## src/rtl/k580vi53_host_pkg.sv

```systemverilog
// Shared encodings for the K580VI53 host sequencer: command ops, rw field values,
// FSM states and the fixed control-word constants.
package k580vi53_host_pkg;

    typedef enum logic [1:0] {
        OP_MODE = 2'b00,
        OP_LOAD = 2'b01,
        OP_READ = 2'b10,
        OP_CFG  = 2'b11
    } op_e;

    localparam logic [1:0] RW_NONE = 2'b00;
    localparam logic [1:0] RW_LSB  = 2'b01;
    localparam logic [1:0] RW_MSB  = 2'b10;
    localparam logic [1:0] RW_BOTH = 2'b11;

    localparam logic [1:0] LATCH_CMD = 2'b00;
    localparam logic [1:0] CTRL_ADDR = 2'd3;
    localparam logic [2:0] MODE_MAX  = 3'd5;

    typedef enum logic [2:0] {
        S_IDLE,
        S_SETUP,
        S_STROBE,
        S_HOLD,
        S_DONE
    } state_e;

    // MODE and CFG carry a control word with their own rw field.
    function automatic logic is_mode_op(input op_e op);
        return (op == OP_MODE) || (op == OP_CFG);
    endfunction

endpackage

```

## src/rtl/k580vi53_host_seq.sv

```systemverilog
// Access-list builder: describes access number idx_i (addr, data, direction, byte, last)
// for a command, given the effective rw.
module k580vi53_host_seq
    import k580vi53_host_pkg::*;
(
    input  op_e         op_i,
    input  logic [1:0]  ch_i,
    input  logic [1:0]  rw_i,
    input  logic [2:0]  mode_i,
    input  logic        bcd_i,
    input  logic [15:0] count_i,
    input  logic [1:0]  idx_i,
    output logic [1:0]  addr_o,
    output logic [7:0]  data_o,
    output logic        is_read_o,
    output logic        byte_hi_o,
    output logic        last_o
);

    logic       has_ctrl;
    logic [1:0] n_bytes;
    logic [2:0] total;
    logic [1:0] k;

    always_comb begin
        has_ctrl = (op_i != OP_LOAD);
        if (op_i == OP_MODE)
            n_bytes = 2'd0;
        else if ((rw_i == RW_LSB) || (rw_i == RW_MSB))
            n_bytes = 2'd1;
        else
            n_bytes = 2'd2;
        total     = {2'b00, has_ctrl} + {1'b0, n_bytes};
        last_o    = ({1'b0, idx_i} == (total - 3'd1));
        k         = idx_i - {1'b0, has_ctrl};
        byte_hi_o = (rw_i == RW_MSB) || ((rw_i == RW_BOTH) && k[0]);

        if (has_ctrl && (idx_i == 2'd0)) begin
            // READ opens with a counter-latch command, MODE/CFG with the control word.
            addr_o    = CTRL_ADDR;
            is_read_o = 1'b0;
            data_o    = (op_i == OP_READ) ? {ch_i, LATCH_CMD, 4'b0000}
                                          : {ch_i, rw_i, mode_i, bcd_i};
        end else begin
            addr_o    = ch_i;
            is_read_o = (op_i == OP_READ);
            data_o    = byte_hi_o ? count_i[15:8] : count_i[7:0];
        end
    end

endmodule

```

## src/rtl/k580vi53_host.sv

```systemverilog
// Bus-initiator sequencer for a K580VI53 (8253) timer: expands MODE/LOAD/READ/CFG commands
// into timed byte accesses. Optional per-channel rw shadow: K580VI53_HOST_SHADOW_EN.
//   state    | meaning
//   S_IDLE   | ready, waiting for a command
//   S_SETUP  | addr/data driven, strobes idle
//   S_STROBE | pit_rd or pit_we_n active
//   S_HOLD   | strobe released, addr/data still held
//   S_DONE   | one-cycle response
module k580vi53_host
    import k580vi53_host_pkg::*;
#(
    parameter int unsigned STB_CYC   = 2,
    parameter int unsigned SETUP_CYC = 1
) (
    input  logic        clk_i,
    input  logic        reset_i,
    input  logic        cmd_valid_i,
    output logic        cmd_ready_o,
    input  logic [1:0]  cmd_op_i,
    input  logic [1:0]  cmd_ch_i,
    input  logic [1:0]  cmd_rw_i,
    input  logic [2:0]  cmd_mode_i,
    input  logic        cmd_bcd_i,
    input  logic [15:0] cmd_count_i,
    output logic        rsp_valid_o,
    output logic        rsp_err_o,
    output logic [15:0] rsp_data_o,
    output logic [1:0]  pit_addr_o,
    output logic        pit_rd_o,
    output logic        pit_we_n_o,
    output logic [7:0]  pit_wdata_o,
    input  logic [7:0]  pit_rdata_i
);

    localparam logic [3:0] SETUP_LD = 4'(SETUP_CYC - 1);
    localparam logic [3:0] STB_LD   = 4'(STB_CYC - 1);

    state_e      state_q, state_d;
    op_e         op_q, op_d;
    logic [1:0]  ch_q, ch_d, rw_q, rw_d, idx_q, idx_d;
    logic [2:0]  mode_q, mode_d;
    logic        bcd_q, bcd_d, err_q, err_d, last_q, last_d;
    logic [15:0] count_q, count_d, rbuf_q, rbuf_d, rsp_data_q, rsp_data_d;
    logic [3:0]  cnt_q, cnt_d;
    logic [1:0]  pit_addr_q, pit_addr_d;
    logic [7:0]  pit_wdata_q, pit_wdata_d;
    logic        pit_rd_q, pit_rd_d, pit_we_n_q, pit_we_n_d;

    op_e         op_in;
    logic [1:0]  rw_in;
    logic        err_in, idle, accept;

    op_e         seq_op;
    logic [1:0]  seq_ch, seq_rw, seq_idx, seq_addr;
    logic [2:0]  seq_mode;
    logic        seq_bcd, seq_is_read, seq_byte_hi, seq_last;
    logic [15:0] seq_count;
    logic [7:0]  seq_data;

    assign op_in  = op_e'(cmd_op_i);
    assign idle   = (state_q == S_IDLE);
    assign accept = idle && cmd_valid_i;

`ifdef K580VI53_HOST_SHADOW_EN
    logic [1:0] shadow_q [3];
    logic [1:0] shadow_rw;

    always_comb begin
        case (cmd_ch_i)
            2'd0:    shadow_rw = shadow_q[0];
            2'd1:    shadow_rw = shadow_q[1];
            2'd2:    shadow_rw = shadow_q[2];
            default: shadow_rw = RW_BOTH;
        endcase
    end

    assign rw_in = is_mode_op(op_in) ? cmd_rw_i : shadow_rw;

    always_ff @(posedge clk_i) begin
        if (reset_i) begin
            for (int i = 0; i < 3; i++) shadow_q[i] <= RW_BOTH;
        end else if (accept && is_mode_op(op_in) && !err_in) begin
            for (int i = 0; i < 3; i++)
                if (cmd_ch_i == 2'(i)) shadow_q[i] <= cmd_rw_i;
        end
    end
`else
    assign rw_in = cmd_rw_i;
`endif

    assign err_in = (cmd_ch_i == 2'd3) || (rw_in == RW_NONE)
                  || (is_mode_op(op_in) && (cmd_mode_i > MODE_MAX));

    // In IDLE the sequencer previews the incoming command so the first access is ready at accept.
    assign seq_op    = idle ? op_in       : op_q;
    assign seq_ch    = idle ? cmd_ch_i    : ch_q;
    assign seq_rw    = idle ? rw_in       : rw_q;
    assign seq_mode  = idle ? cmd_mode_i  : mode_q;
    assign seq_bcd   = idle ? cmd_bcd_i   : bcd_q;
    assign seq_count = idle ? cmd_count_i : count_q;
    assign seq_idx   = idle ? 2'd0 : ((state_q == S_HOLD) ? idx_q + 2'd1 : idx_q);

    k580vi53_host_seq u_seq (
        .op_i      (seq_op),
        .ch_i      (seq_ch),
        .rw_i      (seq_rw),
        .mode_i    (seq_mode),
        .bcd_i     (seq_bcd),
        .count_i   (seq_count),
        .idx_i     (seq_idx),
        .addr_o    (seq_addr),
        .data_o    (seq_data),
        .is_read_o (seq_is_read),
        .byte_hi_o (seq_byte_hi),
        .last_o    (seq_last)
    );

    always_comb begin
        state_d    = state_q;
        op_d       = op_q;
        ch_d       = ch_q;
        rw_d       = rw_q;
        mode_d     = mode_q;
        bcd_d      = bcd_q;
        count_d    = count_q;
        err_d      = err_q;
        idx_d      = idx_q;
        cnt_d      = cnt_q;
        rbuf_d     = rbuf_q;
        rsp_data_d = rsp_data_q;

        case (state_q)
            S_IDLE: begin
                if (cmd_valid_i) begin
                    op_d    = op_in;
                    ch_d    = cmd_ch_i;
                    rw_d    = rw_in;
                    mode_d  = cmd_mode_i;
                    bcd_d   = cmd_bcd_i;
                    count_d = cmd_count_i;
                    err_d   = err_in;
                    idx_d   = 2'd0;
                    cnt_d   = SETUP_LD;
                    rbuf_d  = 16'h0000;
                    state_d = err_in ? S_DONE : S_SETUP;
                end
            end
            S_SETUP: begin
                if (cnt_q == 4'd0) begin
                    state_d = S_STROBE;
                    cnt_d   = STB_LD;
                end else begin
                    cnt_d = cnt_q - 4'd1;
                end
            end
            S_STROBE: begin
                if (cnt_q == 4'd0) begin
                    state_d = S_HOLD;
                    if (seq_is_read) begin
                        if (seq_byte_hi) rbuf_d[15:8] = pit_rdata_i;
                        else             rbuf_d[7:0]  = pit_rdata_i;
                    end
                end else begin
                    cnt_d = cnt_q - 4'd1;
                end
            end
            S_HOLD: begin
                if (last_q) begin
                    state_d = S_DONE;
                    if (op_q == OP_READ) rsp_data_d = rbuf_q;
                end else begin
                    state_d = S_SETUP;
                    idx_d   = idx_q + 2'd1;
                    cnt_d   = SETUP_LD;
                end
            end
            S_DONE:  state_d = S_IDLE;
            default: state_d = S_IDLE;
        endcase
    end

    // Bus outputs are registered from the next state so strobes are glitch-free.
    always_comb begin
        pit_addr_d  = pit_addr_q;
        pit_wdata_d = pit_wdata_q;
        last_d      = last_q;
        if ((state_d == S_SETUP) && (state_q != S_SETUP)) begin
            pit_addr_d  = seq_addr;
            pit_wdata_d = seq_data;
            last_d      = seq_last;
        end
        pit_rd_d   = (state_d == S_STROBE) && seq_is_read;
        pit_we_n_d = !((state_d == S_STROBE) && !seq_is_read);
    end

    always_ff @(posedge clk_i) begin
        if (reset_i) begin
            state_q     <= S_IDLE;
            op_q        <= OP_MODE;
            ch_q        <= 2'd0;
            rw_q        <= RW_NONE;
            mode_q      <= 3'd0;
            bcd_q       <= 1'b0;
            count_q     <= 16'h0000;
            err_q       <= 1'b0;
            last_q      <= 1'b0;
            idx_q       <= 2'd0;
            cnt_q       <= 4'd0;
            rbuf_q      <= 16'h0000;
            rsp_data_q  <= 16'h0000;
            pit_addr_q  <= 2'd0;
            pit_wdata_q <= 8'h00;
            pit_rd_q    <= 1'b0;
            pit_we_n_q  <= 1'b1;
        end else begin
            state_q     <= state_d;
            op_q        <= op_d;
            ch_q        <= ch_d;
            rw_q        <= rw_d;
            mode_q      <= mode_d;
            bcd_q       <= bcd_d;
            count_q     <= count_d;
            err_q       <= err_d;
            last_q      <= last_d;
            idx_q       <= idx_d;
            cnt_q       <= cnt_d;
            rbuf_q      <= rbuf_d;
            rsp_data_q  <= rsp_data_d;
            pit_addr_q  <= pit_addr_d;
            pit_wdata_q <= pit_wdata_d;
            pit_rd_q    <= pit_rd_d;
            pit_we_n_q  <= pit_we_n_d;
        end
    end

    assign cmd_ready_o = idle;
    assign rsp_valid_o = (state_q == S_DONE);
    assign rsp_err_o   = (state_q == S_DONE) && err_q;
    assign rsp_data_o  = rsp_data_q;
    assign pit_addr_o  = pit_addr_q;
    assign pit_wdata_o = pit_wdata_q;
    assign pit_rd_o    = pit_rd_q;
    assign pit_we_n_o  = pit_we_n_q;

endmodule

```

## config.mk

```make
export PLATFORM = sky130hd
export DESIGN_NAME = k580vi53_host
export DESIGN_NICKNAME = d
export VERILOG_FILES = /design/src/rtl/k580vi53_host_pkg.sv /design/src/rtl/k580vi53_host_seq.sv /design/src/rtl/k580vi53_host.sv
export SDC_FILE = /design/constraint.sdc
export NUM_CORES = 1
export LEC_CHECK = 0
export ABC_AREA = 1
export CAP_MARGIN = 40
export CORE_MARGIN = 1
export CORE_UTILIZATION = 53
export DETAILED_ROUTE_END_ITERATION = 8
export PLACE_DENSITY = 0.78
export SYNTH_ARGS = -nofsm -noshare
export SYNTH_HDL_FRONTEND = slang
export SYNTH_HIERARCHICAL = 1
export SYNTH_SLANG_ARGS = --single-unit
```

## constraint.sdc

```tcl
create_clock -name clk_i -period 3.89 [get_ports clk_i]
set_clock_uncertainty 0.05 [all_clocks]
set_input_delay 0.9725 -clock clk_i [delete_from_list [all_inputs] [get_ports clk_i]]
set_output_delay 0.9725 -clock clk_i [all_outputs]
set_load 0.05 [all_outputs]
```

# == Word level (Yosys, flattened, before mapping) ==
# Cells that the tools add are included.
# Widths: inputs -> output; s select.
# op_classes
n_eq_ne,23
div_mod_pow,0
bitwise,0
n_mul,0
muxes,35
reduce_logical,29
shifts,0
n_addsub,5
magnitude_cmp,1
# op_table
cell,n
$mux 16,4
$mux 8,4
$pmux 16 s2,1
$mux 2,10
$mux 3,6
$mux 4,4
$pmux 4 s4,1
$ne 2x2->1 const B,7
$eq 2x2->1 const B,6
$pmux 3 s4,1
$reduce_and 5->1,2
$eq 3x2->1 const B,3
$logic_not 2->1,4
$logic_and 1x1->1,7
$eq 3x1->1 const B,2
$mux 6,1
$reduce_and 3->1,2
$logic_or 1x1->1,5
$logic_not 4->1,1
$pmux 2 s2,1
$reduce_and 4->1,1
$reduce_bool 2->1,2
$reduce_bool 4->1,1
$sub 4x1->4 const B,1
14 further kinds,16
# word_totals
mem_bits_rw,0
memories,0
out_inout_bits,31
mem_bits_ro,0
reg_bits,81
wordCells,111
in_bits,37
latch_bits,0

# == Logic depth before layout (Yosys ltp) ==
# Gate-level depths: netlist of run 1.
# logic_depth
word_depth,10
depth_mapped,18
mapped_depth_nobuf,17

# == Hierarchy ==
# Netlist of run 1, hierarchy kept.
# modules_own_cells
mod,cells_each,seq_area_each_um2,instances,area_each_um2
k580vi53_host,505,1621.6,1,3614.7
k580vi53_host_seq,85,0.0,1,422.9

# == Worst setup path before layout of run 1 ==
# Ideal clock, no wire load.
# synth_path
path_kind,reg2out
from,register state_q[2]
to,output port rsp_err_o
arrival_ns,2.081
path_buffers,0
slack_ns,0.787
required_ns,2.868
stages_incl_launch_ff,4
path_cell_list,dfxtp_1 -> inv_1 -> nor3_1 -> and2_1
# synth_between
elab_chain_cells,2
# synth_lines
element,line_no,rtl
from (decl),k580vi53_host.sv:38,"state_e state_q, state_d;"
from (signal assigned),k580vi53_host.sv:216,state_q <= state_d;
$eq 3x3->1,--,
named net rsp_valid_o,k580vi53_host.sv:25,"output logic rsp_valid_o,"
$logic_and 1x1->1,k580vi53_host.sv:238,assign rsp_err_o = (state_q == S_DONE) && err_q;
to (decl),k580vi53_host.sv:26,"output logic rsp_err_o,"
# The timed path passes the listed nets, and every way through them passes these cells.

# == Worst setup path in the final report of run 1 ==
# layout_path
from,register state_q[0]
to,output port cmd_ready_o
# layout_between
elab_chain_cells,1
# layout_lines
element,line_no,rtl
$logic_not 3->1,k580vi53_host.sv:61,assign idle = (state_q == S_IDLE);
to (decl),k580vi53_host.sv:18,"output logic cmd_ready_o,"
# No other way between the ends.

==> summary.md, run 1 <==
| Metric | Value |
|---|---|
| Run status | finished, final reports clean |
| Layout cells sized above 1 | 8.27% |
| Measured slew at the worst slew-check pin | around 0.71 ns |
| Max-cap viol count | 0 |
| Cell-internal power | 1620 uW |
| Slowest-stage cell, CP | sky130_fd_sc_hd__clkdlybuf4s50_1 |
| PwrDens | ~580 mW/mm2 |
| Switching power share of the total | a little over two fifths |
| Setup repair after global routing missed its margin | no |
| Reg-to-reg setup timing slack | 0.58 ns |
| CP peak stage delay | 0.93 ns |
| Critical Setup Path Class | reg2out |
| Number of filler instances in the final layout | around 640 |
| Maximum root-to-sink buffer count | 2 |
| # placed instances | 736 |
| Cell Rows | 31 |
| Destination of the worst register-to-register timing path | last_q$_SDFFE_PP0P_ |
| Netlist area before placement | approximately 0.0040 mm2 |
| Number of hold buffers added after CTS | 0 |
| Synth warn | 6 |
| Maximum fanout along the worst path | 24 |
| Launching element type of the critical path | flip-flop |
| Launch instance of the worst register-to-register path | state_q[0]$_SDFF_PP0_ |
| Share of synthesized flip-flops with an asynchronous set or reset | 0% |
| Setup ws final | approximately 0.35 ns |
| Yosys reg bits | a little over 80 |
| DRC marker count from the first detailed-route iteration | 200 |
| Required time of the critical path | approximately 2.9 ns |
| Minimum hold slack | between 0.3 and 0.4 ns |
| Final weighted congestion in routability-driven placement | 0.955 |
| Reported net switching power | around 1200 uW |
| Number of enable-type register cells in the synthesized netlist | 0 |
| Startpoint of the most critical hold path | count_q[1]$_SDFFE_PP0P_ |
| IO Count | 68 |
| First-pass GRT wire length | around 16000 um |
| Cell types occupying the most area after synthesis | sky130_fd_sc_hd__dfxtp_1 (40%), sky130_fd_sc_hd__o21ai_0 (11%), sky130_fd_sc_hd__nand2_1 (9.6%), sky130_fd_sc_hd__inv_1 (7.9%), sky130_fd_sc_hd__a21oi_1 (7.1%) |
| Y dimension of the die | roughly 89 um |
| Number of instances in the synthesized netlist | 590 |
| Number of diodes | 0 |
| Post-synthesis cell type with the largest combined area | sky130_fd_sc_hd__dfxtp_1 |
| Number of antenna violations at the first check in global routing | 0 |
| Type of the worst min-delay path | reg2reg |
| Slew HR | 52.3% |
| DRC violations left | 0 |
| Share of Yosys cell area claimed by the top area cell type | around 40% |
| Leakage power | between 0.002 and 0.0025 uW |
| Die span in x | between 80 and 90 um |
| Clk network pwr share | between 20 and 25% |
| Effective utilization at floorplan | 55.4% |
| Number of endpoints failing setup at the final stage | 0 |
| Filler-free cell count of the finished design | 752 |
| Number of global-route vias before repair | ~3500 |
| Highest Clock Rate | 283 MHz |
| Clock buffer count from CTS | 9 |
| Post-CTS setup repair buffer count | 0 |
| Setup WS pre-CTS | approximately 0.29 ns |
| Part of the total power dissipated in sequential elements | 36.7% |
| Area growth from synthesis to layout | 21.9% |
| Comb power frac | 42.6% |
| Remaining antenna violation count after routing | 0 |
| Pin count of the biggest net entering global routing | 45 |
| Via count | around 3900 |
| Peak ir drop on the vdd network | approximately 300 uV |
| CORE AREA | ~0.0073 mm2 |
| Clock tree from TritonCTS | done |
| Critical path data arrival time | 2.52 ns |
| Total die area | approximately 0.008 mm2 |
| Minimum period implied by the final worst setup slack | approximately 3.5 ns |
| Clock root buffer | sky130_fd_sc_hd__clkbuf_8 |
| Input/output buffers | 67 |
| Top_reg_cell synth | sky130_fd_sc_hd__dfxtp_1 |
| R2r worst-path depth | 17 |
| Hpwl dp | between 6000 and 7000 um |
| Total routing resource utilization after global routing | roughly a quarter |
| Register area share after synthesis | approximately two fifths |
| Final net count | 692 |
| Clock latency on the worst-skew pair | about 0.37 ns |
| Fin. Hold Viols | 0 |
| WL per Instance | roughly 13 um |
| Series of cell instances along the critical path | nor2_2 -> nand2_4 -> inv_1 -> clkdlybuf4s50_1 |
| Endpoint of the worst setup timing path | cmd_ready_o |
| Post-route clock period utilization | 91.0% |
| Type of element capturing the critical path | output pin |
| CP startpoint | state_q[0]$_SDFF_PP0_ |
| Avg Synthesized Cell Area | about 7 um2 |
| Synthesized Nets | 634 |
| Gates resized, CTS repair | 0 |
| Final wirelength | between 9000 and 10000 um |
| Setup tns final | 0 ns |
| Clk pin slew, worst setup/hold paths | roughly 0.090 ns |
| DRT Pass-1 Iters | 5 |
| Max Transition Viols Final | 0 |
| GR Overflow Total | 0 |
| # H-tree levels | 3 |
| Detailed-route vias per instance | 5.14 |
| Clock sink total | 81 |
| Count of cell types in the netlist | 35 |
==> state kept, by name, indices dropped and copies added, names as in the netlist, 3 cells and up <==
register,cells
state_q,3
cnt_q,4
pit_wdata_o,8
rsp_data_o,16
mode_q,3
rbuf_q,16
count_q,16
==> power by group through the flow <==
stage	clock network, uW	logic (uW)	registers [uW]
after floorplan	0	828	1160
after global placement	0	1160	1060
after detailed placement	0	1200	1060
after CTS	591	1210	1050
after global routing	635	1360	1060
final	592	1210	1050
==> per-stage QoR <==
step	area, um2	total power (uW)	util (%)
detailed placement	4740	2260	64.9
CTS	4920	2840	67.5
global route	4920	3060	67.5
floorplan	4040	1990	-
finish	4920	2850	67.5
global placement	4740	2220	64.9
==> critical path: cells and delay by family (launching register included) <==
kind                   cells  cell delay, ns
and+or+nand+nor            2            0.33
DFF                        1            0.37
buffers and inverters      2            1.45
==> cell families after synthesis <==
group,Yosys count,synth area share (%)
compound gates,156,20.2
xor+xnor,2,0.434
fa+ha+maj,7,2.17
buf+inv,117,12.0
flops,81,40.2
simple gates,227,25.1
==> Yosys cell counts, types with 3 or more instances <==
| cell | instances |
|---|---|
| sky130_fd_sc_hd__o21ai_1 | 4 |
| sky130_fd_sc_hd__o21ai_0 | 85 |
| sky130_fd_sc_hd__nor3_1 | 3 |
| sky130_fd_sc_hd__inv_2 | 4 |
| sky130_fd_sc_hd__a21oi_2 | 5 |
| sky130_fd_sc_hd__dfxtp_1 | 81 |
| sky130_fd_sc_hd__nor2_1 | 66 |
| sky130_fd_sc_hd__nand2_2 | 4 |
| sky130_fd_sc_hd__nand3_1 | 32 |
| sky130_fd_sc_hd__nand2_1 | 103 |
| sky130_fd_sc_hd__nor2_2 | 5 |
| sky130_fd_sc_hd__clkbuf_1 | 16 |
| sky130_fd_sc_hd__ha_1 | 7 |
| sky130_fd_sc_hd__inv_1 | 85 |
| sky130_fd_sc_hd__buf_4 | 3 |
| sky130_fd_sc_hd__a21oi_1 | 57 |
==> worst min-delay path by stage <==
| stage | end | depth (start not counted) | slack [ns] |
|---|---|---|---|
| 6_report | count_q[1]$_SDFFE_PP0P_ | 2 | 0.40 |
| 5_1_grt | ch_q[0]$_SDFFE_PP0P_ | 2 | 0.42 |
| 4_1_cts | count_q[1]$_SDFFE_PP0P_ | 2 | 0.40 |
| 3_5_place_dp | count_q[1]$_SDFFE_PP0P_ | 2 | 0.39 |
| 3_3_place_gp | count_q[1]$_SDFFE_PP0P_ | 2 | 0.38 |
| 2_1_floorplan | count_q[0]$_SDFFE_PP0P_ | 2 | 0.37 |
==> metal layers <==
layer	GRT usage [%]	wire, um	up-vias
li1	-	-	1995
met1	32.2	4310	1735
met2	42.6	4480	120
met3	5.72	528	15
met4	10.1	178	0
met5	0	0	-
==> layout by cell type, fill, tap and decap left out, types with 2 or more instances in the layout <==
| master | instances |
|---|---|
| sky130_fd_sc_hd__o21ai_0 | 85 |
| sky130_fd_sc_hd__nand3_4 | 2 |
| sky130_fd_sc_hd__nand2_4 | 2 |
| sky130_fd_sc_hd__a21oi_2 | 5 |
| sky130_fd_sc_hd__nor3_1 | 3 |
| sky130_fd_sc_hd__o21bai_1 | 2 |
| sky130_fd_sc_hd__nand2_2 | 4 |
| sky130_fd_sc_hd__nand2_1 | 103 |
| sky130_fd_sc_hd__nor2_4 | 2 |
| sky130_fd_sc_hd__dfxtp_1 | 81 |
| sky130_fd_sc_hd__nor2_2 | 5 |
| sky130_fd_sc_hd__nand3_2 | 2 |
| sky130_fd_sc_hd__inv_6 | 3 |
| sky130_fd_sc_hd__clkdlybuf4s50_1 | 67 |
| sky130_fd_sc_hd__nor2_1 | 66 |
| sky130_fd_sc_hd__or2_2 | 2 |
| sky130_fd_sc_hd__clkbuf_8 | 9 |
| sky130_fd_sc_hd__o21ai_1 | 4 |
| sky130_fd_sc_hd__nand3_1 | 32 |
| sky130_fd_sc_hd__o21ai_2 | 2 |
| sky130_fd_sc_hd__a21oi_1 | 57 |
| sky130_fd_sc_hd__buf_4 | 6 |
| sky130_fd_sc_hd__clkinv_1 | 2 |
| sky130_fd_sc_hd__inv_1 | 85 |
| sky130_fd_sc_hd__inv_2 | 4 |
| sky130_fd_sc_hd__ha_1 | 7 |
| sky130_fd_sc_hd__clkinvlp_4 | 2 |
==> area by class of cell <==
type,count,area [um2],area share [%]
multi-input combinational,392,1930,39.3
sequential,81,1620,33.0
timing repair buffer,73,716,14.5
inverter,91,342,6.94
clock buffer,9,124,2.52
tap,99,124,2.52
clock inverter,7,61.3,1.25
Note: power is estimated with default switching activity, not from simulation.
==> run 2, diff against run 1 <==
--- a/config.mk
+++ b/config.mk
@@ -6,11 +6,12 @@
 export NUM_CORES = 1
 export LEC_CHECK = 0
 export ABC_AREA = 1
-export CAP_MARGIN = 40
+export CAP_MARGIN = 20
 export CORE_MARGIN = 1
-export CORE_UTILIZATION = 53
+export CORE_UTILIZATION = 60
 export DETAILED_ROUTE_END_ITERATION = 8
-export PLACE_DENSITY = 0.78
+export DONT_BUFFER_PORTS = 1
+export PLACE_DENSITY = 0.76
 export SYNTH_ARGS = -nofsm -noshare
 export SYNTH_HDL_FRONTEND = slang
 export SYNTH_HIERARCHICAL = 1
==> summary.md, run 2 (synthesized netlist as in run 1, its figures left out) <==
| Metric | Value |
|---|---|
| Run status | finished, violations left |
| Failing checks | DRC |
| Most common library cell in the layout ignoring fill and taps | sky130_fd_sc_hd__nand2_1 |
| Number of endpoints failing setup at the final stage | 0 |
| Final weighted congestion in routability-driven placement | between 0.9 and 1 |
| Number of antenna violations at the first check in global routing | 0 |
| Clock root buffer | sky130_fd_sc_hd__clkbuf_8 |
| Y dimension of the die | about 84 um |
| Clock sink total | just over 80 |
| Clk network pwr share | between 20% and 30% |
| Part of the total power dissipated in sequential elements | 41.4% |
| Most frequent cells in the layout | sky130_fd_sc_hd__nand2_1 (103), sky130_fd_sc_hd__inv_1 (85), sky130_fd_sc_hd__o21ai_0 (85) |
| Setup ws final | around 0.98 ns |
| DRT Pass-1 Iters | 6 |
| PwrDens | 662 mW/mm2 |
| Critical path data arrival time | 3.15 ns |
| Remaining antenna violation count after routing | 0 |
| Post-route clock period utilization | approximately three quarters |
| Required time of the critical path | a little over 4 ns |
| Total die area | approximately 0.0071 mm2 |
| Launching element type of the critical path | flip-flop |
| DRC violations left | 4 |
| Die span in x | about 84 um |
| Layout cells sized above 1 | 9.08% |
| Clock latency on the worst-skew pair | 0.36 ns |
| Setup tns final | 0 ns |
| Reported net switching power | ~1200 uW |
| Total routing resource utilization after global routing | about a quarter |
| Clock buffer count from CTS | 9 |
| Input/output buffers | 0 |
| Effective utilization at floorplan | 62.9% |
| First-pass GRT wire length | approximately 15000 um |
| IO Count | 68 |
| Number of diodes | 0 |
| Fin. Hold Viols | 0 |
| Post-CTS setup repair buffer count | 0 |
| Final standard cell utilization of the core | approximately 66% |
| Measured slew at the worst slew-check pin | around 0.91 ns |
| Maximum root-to-sink buffer count | 2 |
| Cell Rows | 29 |
| Clock tree from TritonCTS | done |
| Leakage power | about 0.0020 uW |
| Final wirelength | about 9000 um |
| Number of hold buffers added after CTS | 0 |
| # H-tree levels | 3 |
| Setup repair after global routing missed its margin | no |
| Highest Clock Rate | ~340 MHz |
| Pin count of the biggest net entering global routing | 54 |
| Max-cap viol count | 0 |
| Hpwl dp | between 6000 and 7000 um |
| Area growth from synthesis to layout | 5.39% |
| Setup WS pre-CTS | about 0.87 ns |
| Type of the worst min-delay path | reg2reg |
| Switching power share of the total | between 40% and 50% |
| Type of element capturing the critical path | flip-flop |
| Slew HR | about 39% |
| Minimum period implied by the final worst setup slack | 2.91 ns |
| Number of global-route vias before repair | 3446 |
| CORE AREA | 0.00642 mm2 |
| Cell-internal power | between 1500 and 2000 uW |
| Clk pin slew, worst setup/hold paths | about 0.080 ns |
| Gates resized, CTS repair | 0 |
| Comb power frac | between 30% and 40% |
| Max Transition Viols Final | 0 |
| Detailed-route vias per instance | 5.49 |
| DRC marker count from the first detailed-route iteration | approximately 240 |
| Peak ir drop on the vdd network | ~320 uV |
| WL per Instance | 13.2 um |
| GR Overflow Total | 0 |
| Final net count | just over 600 |
| Via count | 3626 |
| Maximum fanout along the worst path | 9 |
| Critical Setup Path Class | reg2reg |
-- run 2: power groups by stage --
| stage | sequential [uW] | combinational, uW | clock (uW) |
|---|---|---|---|
| global placement | 1180 | 926 | 0 |
| finish | 1170 | 962 | 690 |
| CTS | 1170 | 960 | 704 |
| detailed placement | 1180 | 956 | 0 |
| global route | 1180 | 1110 | 733 |
| floorplan | 1160 | 828 | 0 |
-- run 2: final cells by class --
class	instances	area [um2]
flip-flops and latches	81	1620
well taps	77	96.3
fillers	584	2170
clock buffers	10	138
multi-input cells	392	1940
repair buffers	4	30.0
inverters	91	342
clock inverters	6	90.1
-- run 2: final timing paths --
| path | cells past startpoint | startpoint | endpoint | slack, ns |
|---|---|---|---|---|
| worst max-delay path | 16 | state_q[1]$_SDFF_PP0_ | last_q$_SDFFE_PP0P_ | 0.98 |
| worst min-delay path | 2 | rw_q[1]$_SDFFE_PP0P_ | rw_q[1]$_SDFFE_PP0P_ | 0.40 |
| worst max register to register | 16 | state_q[1]$_SDFF_PP0_ | last_q$_SDFFE_PP0P_ | 0.98 |
| worst min register to register | 2 | rw_q[1]$_SDFFE_PP0P_ | rw_q[1]$_SDFFE_PP0P_ | 0.40 |
-- run 2: layer usage --
metal	GRT usage [%]	share of wire (%)	wire length (um)
met5	0	0	0
met4	12.2	2.5	217
met3	5.93	4.9	429
met2	44.7	48	4210
met1	32.0	45	3900
-- run 2: critical path, cell delays in order (launching register included) --
cell and delay (ns):
sky130_fd_sc_hd__dfxtp_1 0.45, sky130_fd_sc_hd__inv_1 0.11, sky130_fd_sc_hd__nand2_4 0.14, sky130_fd_sc_hd__inv_1 0.13
sky130_fd_sc_hd__o21ai_0 0.31, sky130_fd_sc_hd__inv_1 0.09, sky130_fd_sc_hd__ha_1 0.31, sky130_fd_sc_hd__o21bai_1 0.16
sky130_fd_sc_hd__ha_1 0.21, sky130_fd_sc_hd__ha_1 0.29, sky130_fd_sc_hd__nand2_1 0.06, sky130_fd_sc_hd__inv_1 0.03
sky130_fd_sc_hd__nor4_1 0.21, sky130_fd_sc_hd__inv_1 0.07, sky130_fd_sc_hd__nand3_1 0.08, sky130_fd_sc_hd__nand2_1 0.06
sky130_fd_sc_hd__nor2_1 0.09
-- run 2: per-stage QoR --
stage	total power, uW	hold slack [ns]	cell area (um2)	instances
CTS	2830	0.402	4260	661
floorplan	1990	0.375	4040	590
detailed placement	2140	0.389	4030	645
global placement	2110	0.384	4030	645
global route	3020	0.416	4260	661
finish	2820	0.398	4260	661
